## config.mk

```make
export PLATFORM = sky130hd
export DESIGN_NAME = pipeline_ctrl
export DESIGN_NICKNAME = d
export VERILOG_FILES = /design/src/rtl/cpu_types_pkg.sv /design/src/rtl/sat_counter.sv /design/src/rtl/pipeline_ctrl.sv
export SDC_FILE = /design/constraint.sdc
export NUM_CORES = 1
export LEC_CHECK = 0
export ABC_AREA = 0
export CORE_ASPECT_RATIO = 0.9
export CORE_MARGIN = 1
export CORE_UTILIZATION = 40
export CTS_CLUSTER_DIAMETER = 120
export DETAILED_ROUTE_END_ITERATION = 7
export PLACE_DENSITY = 0.78
export SLEW_MARGIN = 20
export SYNTH_ARGS = -nofsm -noshare
export SYNTH_HDL_FRONTEND = slang
export SYNTH_HIERARCHICAL = 1
export SYNTH_SLANG_ARGS = --single-unit
```

## constraint.sdc

```tcl
create_clock -name CLK -period 2.9 [get_ports CLK]
set_input_delay 0.58 -clock CLK [delete_from_list [all_inputs] [get_ports CLK]]
set_output_delay 0.58 -clock CLK [all_outputs]
set_load 0.02 [all_outputs]
```

## src/rtl/cpu_types_pkg.sv

```systemverilog
// Shared CPU type definitions used across the pipeline control logic.
package cpu_types_pkg;

    // Pipeline controller state: normal flow, waiting on dcache, halted.
    typedef enum logic [1:0] {
        RUN   = 2'b00,
        DWAIT = 2'b01,
        HALT  = 2'b10
    } ctrl_state_t;

    // Default performance counter width.
    localparam int CNT_W_DEFAULT = 32;

endpackage

```

## src/rtl/sat_counter.sv

```systemverilog
// Saturating up-counter with asynchronous active-low clear.
module sat_counter #(
    parameter int W = 32
) (
    input  logic         CLK,
    input  logic         nRST,
    input  logic         inc,
    output logic [W-1:0] count
);

    logic [W-1:0] r_count;

    // Count up on inc, holding at all-ones instead of wrapping.
    always_ff @(posedge CLK or negedge nRST) begin
        if (!nRST) begin
            r_count <= '0;
        end else if (inc && (r_count != {W{1'b1}})) begin
            r_count <= r_count + 1'b1;
        end
    end

    assign count = r_count;

endmodule

```

## src/rtl/pipeline_ctrl.sv

```systemverilog
// Per-stage enable/flush controller for the five-stage pipeline, with a
// small FSM tracking outstanding dcache requests and the halted state.
module pipeline_ctrl
    import cpu_types_pkg::*;
#(
    parameter int CNT_W = CNT_W_DEFAULT
) (
    input  logic             CLK,
    input  logic             nRST,
    input  logic             stall,
    input  logic             jump,
    input  logic             branch_taken,
    input  logic             ihit,
    input  logic             dhit,
    input  logic             dmemREN,
    input  logic             dmemWEN,
    input  logic             halt,
    output logic             pc_en,
    output logic             ifid_en,
    output logic             idex_en,
    output logic             exmem_en,
    output logic             memwb_en,
    output logic             ifid_flush,
    output logic             idex_flush,
    output logic             exmem_flush,
    output logic             halted,
    output logic [CNT_W-1:0] stall_cnt,
    output logic [CNT_W-1:0] flush_cnt
);

    ctrl_state_t r_state;
    ctrl_state_t w_next;
    logic        w_dreq;
    logic        w_flush_inc;
    logic        w_stall_inc;

    assign w_dreq = dmemREN | dmemWEN;

    // State register; HALT is only left through reset.
    always_ff @(posedge CLK or negedge nRST) begin
        if (!nRST) begin
            r_state <= RUN;
        end else begin
            r_state <= w_next;
        end
    end

    // Prioritised enable/flush decode and next-state selection.
    always_comb begin
        w_next      = r_state;
        pc_en       = 1'b0;
        ifid_en     = 1'b0;
        idex_en     = 1'b0;
        exmem_en    = 1'b0;
        memwb_en    = 1'b0;
        ifid_flush  = 1'b0;
        idex_flush  = 1'b0;
        exmem_flush = 1'b0;
        w_flush_inc = 1'b0;
        // Everything stays frozen while reset is held.
        if (nRST && (r_state != HALT)) begin
            if (halt) begin
                w_next = HALT;
            end else if (!dhit && (w_dreq || (r_state == DWAIT))) begin
                // Memory busy: freeze the whole pipe until the dcache answers.
                w_next = DWAIT;
            end else begin
                w_next = RUN;
                if (branch_taken) begin
                    pc_en       = 1'b1;
                    ifid_en     = 1'b1;
                    idex_en     = 1'b1;
                    exmem_en    = 1'b1;
                    memwb_en    = 1'b1;
                    ifid_flush  = 1'b1;
                    idex_flush  = 1'b1;
                    exmem_flush = 1'b1;
                    w_flush_inc = 1'b1;
                end else if (stall) begin
                    // Hold PC and IF/ID, push a bubble into ID/EX.
                    idex_en    = 1'b1;
                    idex_flush = 1'b1;
                    exmem_en   = 1'b1;
                    memwb_en   = 1'b1;
                end else if (!ihit && (r_state == RUN)) begin
                    // Icache miss: hold PC, bubble into IF/ID.
                    ifid_en    = 1'b1;
                    ifid_flush = 1'b1;
                    idex_en    = 1'b1;
                    exmem_en   = 1'b1;
                    memwb_en   = 1'b1;
                end else if (jump) begin
                    pc_en      = 1'b1;
                    ifid_en    = 1'b1;
                    idex_en    = 1'b1;
                    exmem_en   = 1'b1;
                    memwb_en   = 1'b1;
                    ifid_flush = 1'b1;
                end else begin
                    pc_en    = 1'b1;
                    ifid_en  = 1'b1;
                    idex_en  = 1'b1;
                    exmem_en = 1'b1;
                    memwb_en = 1'b1;
                end
            end
        end
    end

    // Any non-halted cycle that holds the PC counts as a stall cycle.
    assign w_stall_inc = (r_state != HALT) && !pc_en;

    assign halted = (r_state == HALT);

    sat_counter #(.W(CNT_W)) u_stall_cnt (
        .CLK   (CLK),
        .nRST  (nRST),
        .inc   (w_stall_inc),
        .count (stall_cnt)
    );

    sat_counter #(.W(CNT_W)) u_flush_cnt (
        .CLK   (CLK),
        .nRST  (nRST),
        .inc   (w_flush_inc),
        .count (flush_cnt)
    );

endmodule

```

==> flow_summary.ini, run 1 <==
[final_layout]
diodes = 0
final_nets = 429
top_library_cells_by_usage_in_the_layout_fill_and_taps_aside = sky130_fd_sc_hd__clkdlybuf4s50_1 (77), sky130_fd_sc_hd__dfrtp_1 (66), sky130_fd_sc_hd__nand2_1 (30), sky130_fd_sc_hd__xnor2_1 (30), sky130_fd_sc_hd__xor2_1 (29)
finish.instance_area_sq_um = 4510
n_fill_cell = 741
syn2layout_area_growth_pct = 34.6
drive_above_1_share_pct = 9.74
postLayoutCoreUtil_pct = 55.9
final_cell_count_no_fill = 520
mostFrequentLayoutCell = sky130_fd_sc_hd__clkdlybuf4s50_1

[setup_path]
register_to_register_setup_slack_ps = 440
crit-reg2reg-launch = u_stall_cnt/count[0]$_DFFE_PN0P_
setup.worst_path.end_class = primary output
worst_setup_path_start_kind = primary input
timing.critical_path.required_ps = 2320
worst_ep_arrival_time_ps = 2290
cp_max_fo = 5
ff2ff_path_depth = 5
critical_path.cell_chain = clkdlybuf4s50_1 -> or3b_4 -> nor3_1 -> clkdlybuf4s50_1
r2r-end = u_stall_cnt/count[1]$_DFFE_PN0P_
critPathKind = in -> out
crit_top_cell = sky130_fd_sc_hd__clkdlybuf4s50_1
cp_slowest_cell = sky130_fd_sc_hd__clkdlybuf4s50_1
max_stage_delay_ps = 640

[pwr]
power.ir.vdd_worst_mv = 0.333
p_leak_nw = 2.01
power_consumption_mw = 1.94
pwr_density_nw_per_um2 = 431

[yosys]
synth_area_leaders = sky130_fd_sc_hd__dfrtp_1 (49%), sky130_fd_sc_hd__xnor2_1 (7.8%), sky130_fd_sc_hd__xor2_1 (7.6%)
syn_area_sq_um = 3350
yosys_warnings = 6
ys_dominant_reg_cell = sky130_fd_sc_hd__dfrtp_1
count_of_flip_flops_with_a_built_in_enable_after_synthesis = 0
yosys.area.top_type_share_pct = 49.3
synth.ff_latch_count = 66
ys_async_sr_fraction_pct = 100
avgSynthCellArea_sq_um = 10.5
seq_area_frac_synth_pct = 49.3
synth_cell_type_count = 49
post_synth_inst_count = 320
yosysTopAreaCell = sky130_fd_sc_hd__dfrtp_1
syn_nets = 332

[sta]
timing.max_slew.rel_slack_pct = 37.8
period_share_pct = 99.1
drv_slew = 0
maxClockFrequency_mhz = 348
report.final.hold_viol_count = 0
tightest_slew_ps = 930
final.setup_skew_ps = 9.70
report.final.setup_viol = 0
timing.final.crit_period_ps = 2870
fin_tns_setup_ps = 0
final_critical_path_setup_slack_ps = 25.8
final.hold.worst_slack_ps = 500

[clock_network]
clkSinkCount = 66
cts_tree = done
htree_num_levels = 3
clk_pin_slew_worst_paths_ps = 60
cts-buffers-inserted = 9
postCtsSetupBuffers = 0
cts_max_path_buffers = 2
clk_latency_worst_skew_pair_ps = 320
postCtsResizedCells = 1
cts_root_buffer = sky130_fd_sc_hd__clkbuf_8
hold_buffers = 0

[placed_design]
pre_cts_ws_ps = -25.7
place_hpwl_um = 5660
port_buffer_cells = 82
placement.cell_area_sq_um = 4320
placed_cells = 505
finalWeightedCongestion = 0.833

[route]
route.vias.total = 2778
wirelength_um = 7660
ant_nets = 0
firstDrtPassIters = 6
drt-vias-per-instance = 5.34
detail_route.iter0.violations = 115
drc_errors = 6
drt-wirelength-per-cell_um = 14.7

[floorplanning]
die-width_um = 98.5
die_area_sq_um = 8750
start_util_pct = 41.5
vert_die_dim_um = 88.8
floorplan.io_pins = 83
core_area_sq_um = 8070
core.rowCount = 31

[worst_hold_path]
worstHoldStart = u_stall_cnt/count[27]$_DFFE_PN0P_
timing.hold.worst_endpoint = u_stall_cnt/count[27]$_DFFE_PN0P_
hold_path_depth = 1
hold_path_class = reg -> reg

[global_route]
grtUsageMet1_pct = 26.5
vias_in_the_first_global_route = 2608
grt_pass1_wl_um = 12600
met3_usage_pct = 2.92
grt-ovfl-total = 0
track_usage_pct = 18.3
top_usage_layer = met2
use_met2_pct = 28.4
initial_antenna_violation_count = 0
pin_count_of_the_biggest_net_entering_global_routing = 69

[run_status]
violated_checks = design-rule violations
run_status = complete, but fails checks

[flow_run]
cap_viol_max_count = 0
-- worst max-delay path, delay by kind of cell --
kind          cells  cell delay (ps)
buf+inv           2             1080
simple gates      2              640
-- how the worst max path moves through the flow --
| stage | start | to | slack (ps) | cells past startpoint |
|---|---|---|---|---|
| CTS | dmemREN | exmem_flush | 30 | 5 |
| global placement | halt | ifid_flush | 6 | 4 |
| floorplan | halt | u_flush_cnt/count[26]$_DFFE_PN0P_ | 480 | 7 |
| global route | halt | memwb_en | -6 | 4 |
| finish | halt | ifid_en | 30 | 4 |
| detailed placement | halt | ifid_flush | -30 | 4 |
-- area by class of cell --
class | count | area [sq um] | area share (%)
clock buffer | 12 | 145 | 3.22
clock inverter | 3 | 40.0 | 0.887
inverter | 8 | 30.0 | 0.665
multi-input combinational | 240 | 1630 | 36.0
sequential | 66 | 1650 | 36.6
tap | 99 | 124 | 2.74
timing repair buffer | 92 | 897 | 19.9
-- routing by layer --
| metal | vias up | routed length, um |
|---|---|---|
| met5 | - | 0 |
| met4 | 0 | 71 |
| met3 | 7 | 289 |
| met2 | 70 | 3540 |
| met1 | 1372 | 3760 |
| li1 | 1329 | - |
-- state kept, by name, summed over array words and instances, names as in the netlist --
register           count
r_state                2
u_flush_cnt/count     32
u_stall_cnt/count     32
-- synth_stat cells, types with 2 or more instances --
| cell type | count |
|---|---|
| sky130_fd_sc_hd__dfrtp_1 | 66 |
| sky130_fd_sc_hd__nand2_1 | 30 |
| sky130_fd_sc_hd__xnor2_1 | 30 |
| sky130_fd_sc_hd__xor2_1 | 29 |
| sky130_fd_sc_hd__nor2_1 | 28 |
| sky130_fd_sc_hd__nand4_1 | 20 |
| sky130_fd_sc_hd__nand3_1 | 17 |
| sky130_fd_sc_hd__nor3_1 | 15 |
| sky130_fd_sc_hd__and3_1 | 8 |
| sky130_fd_sc_hd__inv_1 | 8 |
| sky130_fd_sc_hd__and4_1 | 7 |
| sky130_fd_sc_hd__nor4_1 | 7 |
| sky130_fd_sc_hd__and2_1 | 6 |
| sky130_fd_sc_hd__a21oi_1 | 5 |
| sky130_fd_sc_hd__nand4_2 | 3 |
| sky130_fd_sc_hd__a2111oi_2 | 2 |
| sky130_fd_sc_hd__buf_4 | 2 |
| sky130_fd_sc_hd__buf_6 | 2 |
| sky130_fd_sc_hd__clkbuf_1 | 2 |
| sky130_fd_sc_hd__ha_1 | 2 |
| sky130_fd_sc_hd__mux2_2 | 2 |
| sky130_fd_sc_hd__or3_1 | 2 |
-- where the power goes --
| group | internal (mW) | total (mW) | switching [mW] |
|---|---|---|---|
| clock network | 0.414 | 0.742 | 0.327 |
| logic | 0.0973 | 0.205 | 0.107 |
| registers | 0.953 | 0.998 | 0.0449 |
-- logic make-up (layout without fill, tap and decap cells) --
logic type | count (synthesis) | after routing | share of synthesized area [%]
simple gates | 156 | 156 | 25.9
flops | 66 | 66 | 49.3
xor+xnor | 59 | 59 | 15.4
compound gates | 19 | 19 | 5.15
buf+inv | 14 | 115 | 2.24
mux | 4 | 4 | 1.31
fa+ha+maj | 2 | 2 | 0.746
(Power assumes the default switching activity.)
==> run 2, diff against run 1 <==
--- a/config.mk
+++ b/config.mk
@@ -8,12 +8,13 @@
 export ABC_AREA = 0
 export CORE_ASPECT_RATIO = 0.9
 export CORE_MARGIN = 1
-export CORE_UTILIZATION = 40
+export CORE_UTILIZATION = 49
 export CTS_CLUSTER_DIAMETER = 120
 export DETAILED_ROUTE_END_ITERATION = 7
-export PLACE_DENSITY = 0.78
+export PLACE_DENSITY = 0.91
 export SLEW_MARGIN = 20
 export SYNTH_ARGS = -nofsm -noshare
 export SYNTH_HDL_FRONTEND = slang
 export SYNTH_HIERARCHICAL = 1
 export SYNTH_SLANG_ARGS = --single-unit
+export TNS_END_PERCENT = 20
==> run 2 against run 1 <==
The run now ends clean. Critical path depth stayed put. First-iteration DRC count is 47% higher. Core utilization is 13 points higher. Register-to-register slack better by 60 ps. Setup slack better by 140 ps. Hold slack worse by 210 ps. Clock-buffer cell count is 1 lower. Clock skew is 3.5 ps lower. Non-clock buffer count is 3 higher. Sequential power hardly changed. Die area is 18% lower. Largest cell class unchanged. Via count is 0.76% higher.
==> flow_summary.ini, run 2 (synthesized netlist as in run 1, its figures left out) <==
[sta]
drv_slew = 0
maxClockFrequency_mhz = 366
final.setup_skew_ps = 6.19
period_share_pct = 94.3
tightest_slew_ps = 842
report.final.setup_viol = 0
report.final.hold_viol_count = 0
timing.final.crit_period_ps = 2730
grt_setup_unrepaired = no
timing.max_slew.rel_slack_pct = 43.7

[route]
wirelength_um = 7960
detail_route.iter0.violations = 169
route.vias.total = 2799
drt-vias-per-instance = 5.43
firstDrtPassIters = 4
drc_errors = 0
drt-wirelength-per-cell_um = 15.5
ant_nets = 0

[setup_path]
worst_ep_arrival_time_ps = 2150
critical_path.cell_chain = clkdlybuf4s50_1 -> nor3b_2 -> and3_1 -> clkdlybuf4s50_1
cp_max_fo = 3
crit_top_cell = sky130_fd_sc_hd__clkdlybuf4s50_1
buf_inv_on_cp = 2
worst_setup_path_start_kind = primary input
setup.worst_path.end_class = primary output
cpLargestDelayFamily = buffers and inverters
critPathKind = in -> out
cp_slowest_cell = sky130_fd_sc_hd__clkdlybuf4s50_1
timing.critical_path.required_ps = 2320
max_stage_delay_ps = 620

[pwr]
switchingPower_uw = 494
pwr-share-seq_pct = 50.3
power.share.switching_pct = 24.9
intPower_mw = 1.49
pwr_density_nw_per_um2 = 436
p_leak_nw = 2.08
power_frac_clock_pct = 39.4
power.ir.vdd_worst_mv = 0.246
power.share.combinational_pct = 10.3

[placed_design]
placement.cell_area_sq_um = 4330
finalWeightedCongestion = 0.895
placed_cells = 499
port_buffer_cells = 82
place_hpwl_um = 5840

[global_route]
initial_antenna_violation_count = 0
vias_in_the_first_global_route = 2693
grt_pass1_wl_um = 12800
track_usage_pct = 23.6
grt-ovfl-total = 0
pin_count_of_the_biggest_net_entering_global_routing = 45

[worst_hold_path]
hold_path_class = in -> async

[flow_run]
cap_viol_max_count = 0

[clock_network]
cts-buffers-inserted = 9
cts_tree = done
cts_root_buffer = sky130_fd_sc_hd__clkbuf_8
cts_max_path_buffers = 2
clk_pin_slew_worst_paths_ps = 70
clk_latency_worst_skew_pair_ps = 330
htree_num_levels = 3
hold_buffers = 0
clkSinkCount = 66

[floorplanning]
start_util_pct = 50.9
die-width_um = 89.2
vert_die_dim_um = 80.5
core_area_sq_um = 6590
die_area_sq_um = 7180
floorplan.io_pins = 83
core.rowCount = 28

[final_layout]
multi_input_comb_area_sq_um = 1630
diodes = 0
syn2layout_area_growth_pct = 35.8
final_nets = 432
drive_above_1_share_pct = 11.3
n_fill_cell = 535
finish.instance_area_sq_um = 4550
top_library_cells_by_usage_in_the_layout_fill_and_taps_aside = sky130_fd_sc_hd__clkdlybuf4s50_1 (74), sky130_fd_sc_hd__dfrtp_1 (66), sky130_fd_sc_hd__nand2_1 (30), sky130_fd_sc_hd__xnor2_1 (30), sky130_fd_sc_hd__xor2_1 (29)
mostFrequentLayoutCell = sky130_fd_sc_hd__clkdlybuf4s50_1
final-seq-area_sq_um = 1650
final_cell_count_no_fill = 515

[run_status]
run_status = completed
==> run 2: changes by cell type in the layout (fill, tap and decap cells not counted) <==
| cell | delta |
|---|---|
| sky130_fd_sc_hd__clkbuf_8 | +1 |
| sky130_fd_sc_hd__dlygate4sd2_1 | +1 |
| sky130_fd_sc_hd__dlymetal6s2s_1 | +2 |
| sky130_fd_sc_hd__clkdlybuf4s50_1 | -3 |
| sky130_fd_sc_hd__nor3b_1 | -1 |
| sky130_fd_sc_hd__clkbuf_1 | -2 |
| sky130_fd_sc_hd__clkinvlp_4 | +1 |
| sky130_fd_sc_hd__buf_4 | +3 |
| sky130_fd_sc_hd__nor3b_2 | +1 |
| sky130_fd_sc_hd__clkinv_2 | +1 |
==> run 2: power by group through the flow <==
stage | sequential (mW) | combinational [mW] | clock (mW)
6_report | 0.998 | 0.205 | 0.781
5_1_grt | 1.01 | 0.226 | 0.844
4_1_cts | 1.00 | 0.208 | 0.797
3_5_place_dp | 1.02 | 0.207 | 0
3_3_place_gp | 1.01 | 0.202 | 0
2_1_floorplan | 1.05 | 0.0531 | 0
==> run 2: metal layers <==
| metal | global-route usage (%) | up-vias | wire (um) |
|---|---|---|---|
| li1 | - | 1339 | - |
| met1 | 31.8 | 1384 | 3620 |
| met2 | 37.7 | 70 | 3930 |
| met3 | 4.01 | 6 | 343 |
| met4 | 9.52 | 0 | 64 |
| met5 | 0 | - | 0 |
==> run 2: final timing paths <==
path | startpoint | end | slack [ps] | cells after the start
worst min register to register | u_stall_cnt/count[13]$_DFFE_PN0P_ | u_stall_cnt/count[13]$_DFFE_PN0P_ | 480 | 1
worst max register to register | r_state[0]$_DFFE_PN0P_ | u_stall_cnt/count[28]$_DFFE_PN0P_ | 500 | 8
max in group asynchronous | nRST | u_stall_cnt/count[10]$_DFFE_PN0P_ | 2140 | 2
worst min-delay path | nRST | u_flush_cnt/count[2]$_DFFE_PN0P_ | 290 | 2
worst max-delay path | halt | pc_en | 170 | 4
min in group CLK | u_stall_cnt/count[13]$_DFFE_PN0P_ | u_stall_cnt/count[13]$_DFFE_PN0P_ | 480 | 1
==> run 2: stage by stage <==
| step | power [mW] | TNS [ps] | hold WS, ps | setup slack [ps] | utilization [%] |
|---|---|---|---|---|---|
| 3_5_place_dp | 1.22 | -75.5 | 474 | -62.4 | 65.8 |
| 6_report | 1.98 | 0 | 286 | 166 | 69.1 |
| 2_1_floorplan | 1.10 | 0 | 284 | 476 | - |
| 3_3_place_gp | 1.22 | -34.8 | 473 | -34.8 | 65.8 |
| 4_1_cts | 2.01 | 0 | 270 | 5.40 | 68.8 |
| 5_1_grt | 2.08 | 0 | 317 | 97.8 | 69.1 |
==> run 2: layout make-up <==
cell class,instances,area share (%)
clock buffer,11,3.33
clock inverter,5,1.15
inverter,8,0.660
multi-input combinational,240,35.8
sequential,66,36.3
tap,90,2.47
timing repair buffer,95,20.3
==> run 2: what timing repair did <==
item,4_1_cts,5_1_grt
setup endpoints to repair,2,5
resized for setup,2,6
setup buffers,0,0
